## src/rtl/tick_gen_pkg.sv

```systemverilog
// tick_gen_pkg: shared types and helpers for the tick generator.
//   chan_state_t : per-channel run state (IDLE / RUN)
//   MAX_NCH      : largest supported channel count
//   sel_width()  : width of a channel-select field, never less than 1 bit
//   period_width(): bits needed to hold a given period value
package tick_gen_pkg;

  typedef enum logic {
    IDLE = 1'b0,
    RUN  = 1'b1
  } chan_state_t;

  localparam int MAX_NCH = 16;

  function automatic int sel_width(input int n);
    return (n > 1) ? $clog2(n) : 1;
  endfunction

  function automatic int period_width(input longint p);
    return (p > 1) ? $clog2(p + 1) : 1;
  endfunction

endpackage

```

## src/rtl/tick_channel.sv

```systemverilog
// tick_channel: one independent divider channel.
//   clk, reset        : clock, synchronous active-high reset
//   we                : load cfg_period / cfg_oneshot (already decoded)
//   start, stop       : per-channel strobes (already decoded)
//   cfg_period        : new period in cycles (0 stored as 1)
//   cfg_oneshot       : 1 = one-shot, 0 = periodic
//   tick, level, busy : registered outputs
module tick_channel
  import tick_gen_pkg::*;
#(
  parameter int WIDTH          = 27,
  parameter int DEFAULT_PERIOD = 100_000_000,
  parameter bit AUTO_START     = 1'b1
) (
  input  logic             clk,
  input  logic             reset,
  input  logic             we,
  input  logic             start,
  input  logic             stop,
  input  logic [WIDTH-1:0] cfg_period,
  input  logic             cfg_oneshot,
  output logic             tick,
  output logic             level,
  output logic             busy
);

  localparam logic [WIDTH-1:0] DEF_P = WIDTH'(DEFAULT_PERIOD);

  chan_state_t      state, state_n;
  logic [WIDTH-1:0] period, period_n;
  logic [WIDTH-1:0] count, count_n;
  logic             oneshot, oneshot_n;
  logic             tick_n, level_n;
  // Set by reset: the first edge after release behaves like a start edge,
  // so an auto-started channel ticks exactly DEFAULT_PERIOD edges after it.
  logic             fresh;
  logic             term;

  assign term = (count == (period - WIDTH'(1)));
  assign busy = (state == RUN);

  always_comb begin
    state_n   = state;
    period_n  = period;
    oneshot_n = oneshot;
    count_n   = count;
    tick_n    = 1'b0;
    level_n   = level;
    if (stop) begin
      state_n = IDLE;
      count_n = '0;
    end else if (start || we) begin
      if (we) begin
        period_n  = (cfg_period == '0) ? WIDTH'(1) : cfg_period;
        oneshot_n = cfg_oneshot;
      end
      if (start) state_n = RUN;
      count_n = '0;
    end else if (fresh || state == IDLE) begin
      count_n = '0;
    end else if (term) begin
      count_n = '0;
      tick_n  = 1'b1;
      level_n = ~level;
      if (oneshot) state_n = IDLE;
    end else begin
      count_n = count + WIDTH'(1);
    end
  end

  always_ff @(posedge clk) begin
    if (reset) begin
      state   <= AUTO_START ? RUN : IDLE;
      period  <= DEF_P;
      oneshot <= 1'b0;
      count   <= '0;
      tick    <= 1'b0;
      level   <= 1'b0;
      fresh   <= 1'b1;
    end else begin
      state   <= state_n;
      period  <= period_n;
      oneshot <= oneshot_n;
      count   <= count_n;
      tick    <= tick_n;
      level   <= level_n;
      fresh   <= 1'b0;
    end
  end

endmodule

```

## src/rtl/tick_gen.sv

```systemverilog
// tick_gen: NCH-channel programmable tick generator.
//   clk, reset        : clock, synchronous active-high reset
//   cfg_we/cfg_ch     : configuration write strobe and target channel
//                       (channel numbers >= NCH are ignored)
//   cfg_period        : period in clk cycles (0 treated as 1)
//   cfg_oneshot       : 1 = one-shot, 0 = periodic
//   start, stop       : per-channel strobes
//   tick, level, busy : per-channel registered outputs
module tick_gen
  import tick_gen_pkg::*;
#(
  parameter int NCH            = 4,
  parameter int WIDTH          = 27,
  parameter int DEFAULT_PERIOD = 100_000_000,
  parameter bit AUTO_START     = 1'b1,
  localparam int CH_W          = sel_width(NCH)
) (
  input  logic             clk,
  input  logic             reset,
  input  logic             cfg_we,
  input  logic [CH_W-1:0]  cfg_ch,
  input  logic [WIDTH-1:0] cfg_period,
  input  logic             cfg_oneshot,
  input  logic [NCH-1:0]   start,
  input  logic [NCH-1:0]   stop,
  output logic [NCH-1:0]   tick,
  output logic [NCH-1:0]   level,
  output logic [NCH-1:0]   busy
);

  logic [NCH-1:0] we_vec;

  // One-hot write decode; out-of-range channel numbers match nothing.
  always_comb begin
    we_vec = '0;
    for (int i = 0; i < NCH; i++)
      we_vec[i] = cfg_we && (cfg_ch == CH_W'(i));
  end

  for (genvar i = 0; i < NCH; i++) begin : g_ch
    tick_channel #(
      .WIDTH          (WIDTH),
      .DEFAULT_PERIOD (DEFAULT_PERIOD),
      .AUTO_START     (AUTO_START)
    ) u_ch (
      .clk         (clk),
      .reset       (reset),
      .we          (we_vec[i]),
      .start       (start[i]),
      .stop        (stop[i]),
      .cfg_period  (cfg_period),
      .cfg_oneshot (cfg_oneshot),
      .tick        (tick[i]),
      .level       (level[i]),
      .busy        (busy[i])
    );
  end

endmodule

```

## config.mk

```make
export PLATFORM = sky130hd
export DESIGN_NAME = tick_gen
export DESIGN_NICKNAME = d
export VERILOG_FILES = /design/src/rtl/tick_gen_pkg.sv /design/src/rtl/tick_channel.sv /design/src/rtl/tick_gen.sv
export SDC_FILE = /design/constraint.sdc
export NUM_CORES = 1
export LEC_CHECK = 0
export ABC_AREA = 0
export CAP_MARGIN = 20
export CORE_ASPECT_RATIO = 0.8
export CORE_MARGIN = 4
export CORE_UTILIZATION = 55
export DETAILED_ROUTE_END_ITERATION = 7
export PLACE_DENSITY = 0.73
export SLEW_MARGIN = 20
export SYNTH_ARGS = -nofsm -noshare
export SYNTH_HDL_FRONTEND = slang
export SYNTH_HIERARCHICAL = 1
export SYNTH_SLANG_ARGS = --single-unit
```

## constraint.sdc

```tcl
create_clock -name clk -period 10.1 [get_ports clk]
set_input_delay 1.515 -clock clk [delete_from_list [all_inputs] [get_ports clk]]
set_output_delay 1.515 -clock clk [all_outputs]
set_load 0.03 [all_outputs]
```

# Word-level counts from Yosys, hierarchy flattened
# Cells that the tools add are included.
totals:
  output_inout_bits: 12
  regBits: 233
  elab_cells: 140
  in_bits: 41
classes:
  bitwise: 20
  n_reduce_logical: 42
  mux: 30
  add_sub_neg: 8
  eq_ne: 15
op_table:
  columns: ["cell", "count"]
  rows:
  - ["adder 27 x 1 -> 27 bit, second input constant", 4]
  - ["== test 27 bit", 4]
  - ["subtractor 27 x 1 -> 27 bit, second input constant", 4]
  - ["AND reduction 4 bit", 8]
  - ["2-to-1 mux 1 bit", 29]
  - ["logical NOT 27 bit", 1]
  - ["2-to-1 mux 27 bit", 1]
  - ["nonzero test 3 bit", 8]
  - ["NOT 1 bit", 20]
  - ["OR reduction 5 bit", 4]
  - ["OR reduction 4 bit", 4]
  - ["inequality test 3 x 2 -> 1 bit, second input constant", 4]
  - ["inequality test 3 bit, second input constant", 4]
  - ["AND reduction 3 bit", 4]
  - ["logical OR 1 bit", 8]
  - ["== test 2 bit, second input constant", 2]
  - ["logical AND 1 bit", 4]
  - ["== test 2 x 1 -> 1 bit, second input constant", 1]
  - ["logical NOT 2 bit", 1]

# Logic depth before layout (Yosys ltp)
depth:
  depth_word: 6
  mapped_depth: 13
  ltp_nobuf: 10

# Modules after synthesis
# The synthesis kept the hierarchy.
modules_own_cells:
  columns: ["module", "seq_area_each_um2", "cells_each", "n_inst", "area_each_um2"]
  rows:
  - ["tick_channel (g_ch[0].u_ch ...)", 1181.1, 435, 3, 3485.8]
  - ["tick_channel (g_ch[3].u_ch)", 1181.1, 432, 1, 3394.5]
  - ["tick_gen", 0.0, 4, 1, 37.5]

# Worst setup path before layout
# Ideal clock, no wire load.
synth_timing:
  path_type: "reg2reg"
  startpoint: "register g_ch[3].u_ch.period[0]"
  endpoint: "register g_ch[3].u_ch.count[2]"
  t_arrival_ps: 3031
  required_time_ps: 9985
  synth_period_minus_slack_ps: 3145
  path_stages_with_launch: 14
  slack_ps: 6955
  setup_ps: 115
  n_path_buf: 3
  path_cell_list: "dfxtp_1 inv_1 ha_1 or3b_1 buf_2 or4_1 buf_4 nor2_1 mux2_2 o21ai_0 nand4_2 o21ai_4 buf_6 nor2_1"
synth_via:
  elab_chain_len: 3
synth_rtl:
  columns: ["element", "line_no", "rtl"]
  rows:
  - ["start: declaration", "tick_channel.sv:30", "logic [WIDTH-1:0] period, period_n;"]
  - ["start signal: assignment", "tick_channel.sv:82", "period <= period_n;"]
  - ["subtractor 27 x 1 -> 27 bit", "tick_channel.sv:39", "assign term = (count == (period - WIDTH'(1)));"]
  - ["== test 27 bit", "tick_channel.sv:39", null]
  - ["OR reduction 5 bit (no line)", null, null]
  - ["end signal: assignment", "tick_channel.sv:84", "count <= count_n;"]
  - ["end: declaration", "tick_channel.sv:31", "logic [WIDTH-1:0] count, count_n;"]
# Every way passes these cells.
# A chain may end at the register's enable or synchronous reset.

# Worst setup path after layout
layout_timing:
  startpoint: "register g_ch[3].u_ch.period[0]"
  endpoint: "register g_ch[3].u_ch.count[12]"
# Same word-level chain as after synthesis.

==> impl_results.md <==
* Share of the synthesized area in the top cell type at 34.0%
* Syn Nets at 1790
* Core Area at 24600 sq um
* Top FF cell, synth: dfxtp_1
* Nets@finish at between 1500 and 2000
* Setup WS post-layout at 6.22 ns
* Worst-path fanout max at 27
* Number of port buffers at 52
* Diodes inserted at 0
* Initial Util at 56.5%
* Status: complete, no violations
* Post-DP Area at 14400 sq um
* TNS Setup at 0 ns
* H-tree levels at 1
* Pwr/cell area at 136 nW/um^2
* Synth warnings at 6
* Cell internal pwr at 0.00157 W
* Worst IR Drop VDD at 149 uV
* Row Count at 51
* Antenna violations before repair at 2
* I/O Pins at 53
* Final critical-path share of the clock period at a little under two fifths
* P_sw at 0.000504 W
* Area Growth Syn to Fin at 9.68%
* Worst setup EP type: flip-flop
* Clock sink count at 236
* CP arrival at about 4.3 ns
* GP Congestion at 0.931
* Placed insts at 2019
* Synth area leaders: dfxtp_1, xor2_1, nand2_1
* Synth area leader: dfxtp_1
* Post-DP HPWL at between 20 and 30 mm
* Critical Path Start: g_ch[3].u_ch/period[0]$_SDFFE_PP0P_
* Final Setup Violations at 0
* Worst setup endpoint: g_ch[3].u_ch/count[12]$_SDFF_PP0_
* Worst clock skew at 0.0101 ns
* Syn Area/Cell at 7.98 sq um
* Logic pwr share at 8.1%
* Die X at 186 um
* Worst reg2reg endpoint: g_ch[3].u_ch/count[12]$_SDFF_PP0_
* R2r setup slk at 6.22 ns
* Async SR Flop Fraction at 0%
* Post-CTS setup buffers at 0
* 1st-iter DRT viols at 1174
* CTS max path bufs at 3
* Register area share after synthesis at 34.0%
* Hold_buf cts at 0
* Clock-pin slew on the worst setup and hold paths at 0.06 ns
* Final hold viol count at 0
* WL/cell at about 18 um
* Mapped Cells at around 1700
* Largest net degree at the start of global routing at 75
* Synth unique cells at 80
* Worst slew pin tran at between 1 and 1.5 ns
* Die Ht at 150 um
* Fin area at 15200 sq um
* Post_cts resized at 0
* Kind of critical path: reg2reg
* Vias per inst at roughly 6.2
* R2R cell count at 10
* Final Max Tran Viols at 0
* First drt pass iteration count at 5
* Detail Route Antenna Nets at 0
* CTS buffer count at 25
* Pre-CTS WS at 5.92 ns
* First-pass GRT wire length at ~61 mm
* Worst Hold Path Cells at 2
* #FFs+latches synth at 236
* RSZ-0062 raised after global routing: false
* Number of fill cells at 2163
* Maximum clock frequency at roughly 0.26 GHz
* Synth Cell Area at 13900 sq um
* DRC at 0
* Min-Delay Path Class: reg2reg
* Clk pwr share at 45.2%
* Die ar. at 27900 sq um
* Reg2Reg Launch Point: g_ch[3].u_ch/period[0]$_SDFFE_PP0P_
* Fin Hold WS at 0.458 ns
* CP Data Required Time at 10.49 ns
* Max-cap viol count at 0
* Vias in the first global route at 12000
* Root Buffer: clkbuf_16
* Crit start category: flip-flop
* Sw Share at 24.3%
* CTS tree: yes
* Skew-Pair Late Insertion Delay at ~0.53 ns
* Fin crit period at 3.88 ns
* Layout cell share with drive strength beyond 1 at 5.96%
* Routed WL at 37.1 mm
* Post-synth EDFFs at 0
* Overall Global Routing Usage at 26.1%
* Post-route insts no fill at between 2000 and 2500
* Vias post-DR at 12800
* Overflow after GRT at 0
* LEAKAGE at 5.11 nW
* Slew headroom at 26.9%
* Reg power frac at 46.7%
## area by class of cell
type | instances | area (sq um) | area share [%]
flip-flops and latches | 236 | 4720 | 31.0
repair buffers | 59 | 571 | 3.75
clock inverters | 9 | 97.6 | 0.641
well taps | 318 | 398 | 2.61
inverters | 27 | 101 | 0.665
multi-input cells | 1379 | 8600 | 56.4
clock buffers | 36 | 747 | 4.90
## cell families (layout without fill, tap and decap cells)
kind of cell / Yosys count / in the layout / share of synthesized area, %
simple gates: 912 / 912 / 35.1
flops: 236 / 236 / 34.0
compound gates: 229 / 229 / 11.2
xor+xnor: 217 / 217 / 13.7
buf+inv: 126 / 131 / 4.26
mux: 13 / 13 / 1.01
fa+ha+maj: 8 / 8 / 0.721
## flip-flops by register name, indices dropped and copies added, names as in the netlist
signal,flops
g_ch.u_ch/busy,4
g_ch.u_ch/fresh,4
g_ch.u_ch/level,4
g_ch.u_ch/tick,4
g_ch.u_ch/count,108
g_ch.u_ch/oneshot,4
g_ch.u_ch/period,108
## metal layers
metal,routed length [um],track usage (%),vias up
li1,-,-,6209
met1,16900,36.8,6061
met2,16300,40.5,453
met3,3030,5.94,67
met4,824,6.85,4
met5,27,0,-
## Yosys cell counts, drive strengths merged (11+ instances only)
cell / count
or4: 24
a211oi: 14
o21ai: 26
clkbuf: 60
nor3b: 17
and2: 16
or3: 16
o31ai: 14
nand2: 281
xor2: 133
nor4b: 17
buf: 39
inv: 27
a21oi: 77
nor4: 55
nand3b: 49
nand4: 54
and4: 11
nor2b: 11
dfxtp: 236
and3: 20
xnor2: 84
nor3: 140
nor2: 112
nand3: 54
## critical path: stages, from the launching register on
cell and delay (ns):
dfxtp_1 0.35, inv_1 0.09, ha_1 0.25, or3b_1 0.47, or4_1 0.72, nor3_2 0.23
xnor2_1 0.10, a2111oi_1 0.51, nand4_2 0.28, o21ai_4 0.62, nor2_1 0.12
## worst min path at each step
stage,startpoint,end
6_report,g_ch[3].u_ch/oneshot$_SDFFE_PP0P_,g_ch[3].u_ch/oneshot$_SDFFE_PP0P_
5_1_grt,g_ch[0].u_ch/oneshot$_SDFFE_PP0P_,g_ch[0].u_ch/oneshot$_SDFFE_PP0P_
3_5_place_dp,g_ch[0].u_ch/oneshot$_SDFFE_PP0P_,g_ch[0].u_ch/oneshot$_SDFFE_PP0P_
2_1_floorplan,g_ch[0].u_ch/oneshot$_SDFFE_PP0P_,g_ch[0].u_ch/oneshot$_SDFFE_PP0P_
4_1_cts,g_ch[3].u_ch/oneshot$_SDFFE_PP0P_,g_ch[3].u_ch/oneshot$_SDFFE_PP0P_
3_3_place_gp,g_ch[0].u_ch/oneshot$_SDFFE_PP0P_,g_ch[0].u_ch/oneshot$_SDFFE_PP0P_
## power groups by stage
stage                     clock [W]  combinational (W)  sequential (W)
after floorplan                   0           0.000106        0.000981
after global placement            0           0.000160        0.000988
after detailed placement          0           0.000164        0.000989
after CTS                  0.000958           0.000165        0.000968
after global routing       0.000997           0.000182        0.000970
final                      0.000939           0.000169        0.000969
## metrics by stage
stage	power [W]	utilization [%]
CTS	0.00209	62.0
detailed placement	0.00115	58.5
finish	0.00208	62.0
global route	0.00215	62.0
global placement	0.00115	58.5
floorplan	0.00109	-
## placed cells by master, fill, tap and decap left out, drive strengths merged, types with 20 or more instances in the layout
cell / count
nand2: 281
dfxtp: 236
nor3: 140
xor2: 133
nor2: 112
xnor2: 84
a21oi: 77
nor4: 55
nand3: 54
nand4: 54
clkdlybuf4s50: 51
nand3b: 49
clkbuf: 36
inv: 27
o21ai: 26
or4: 24
and3: 20
Power figures use the tool's default switching activity.
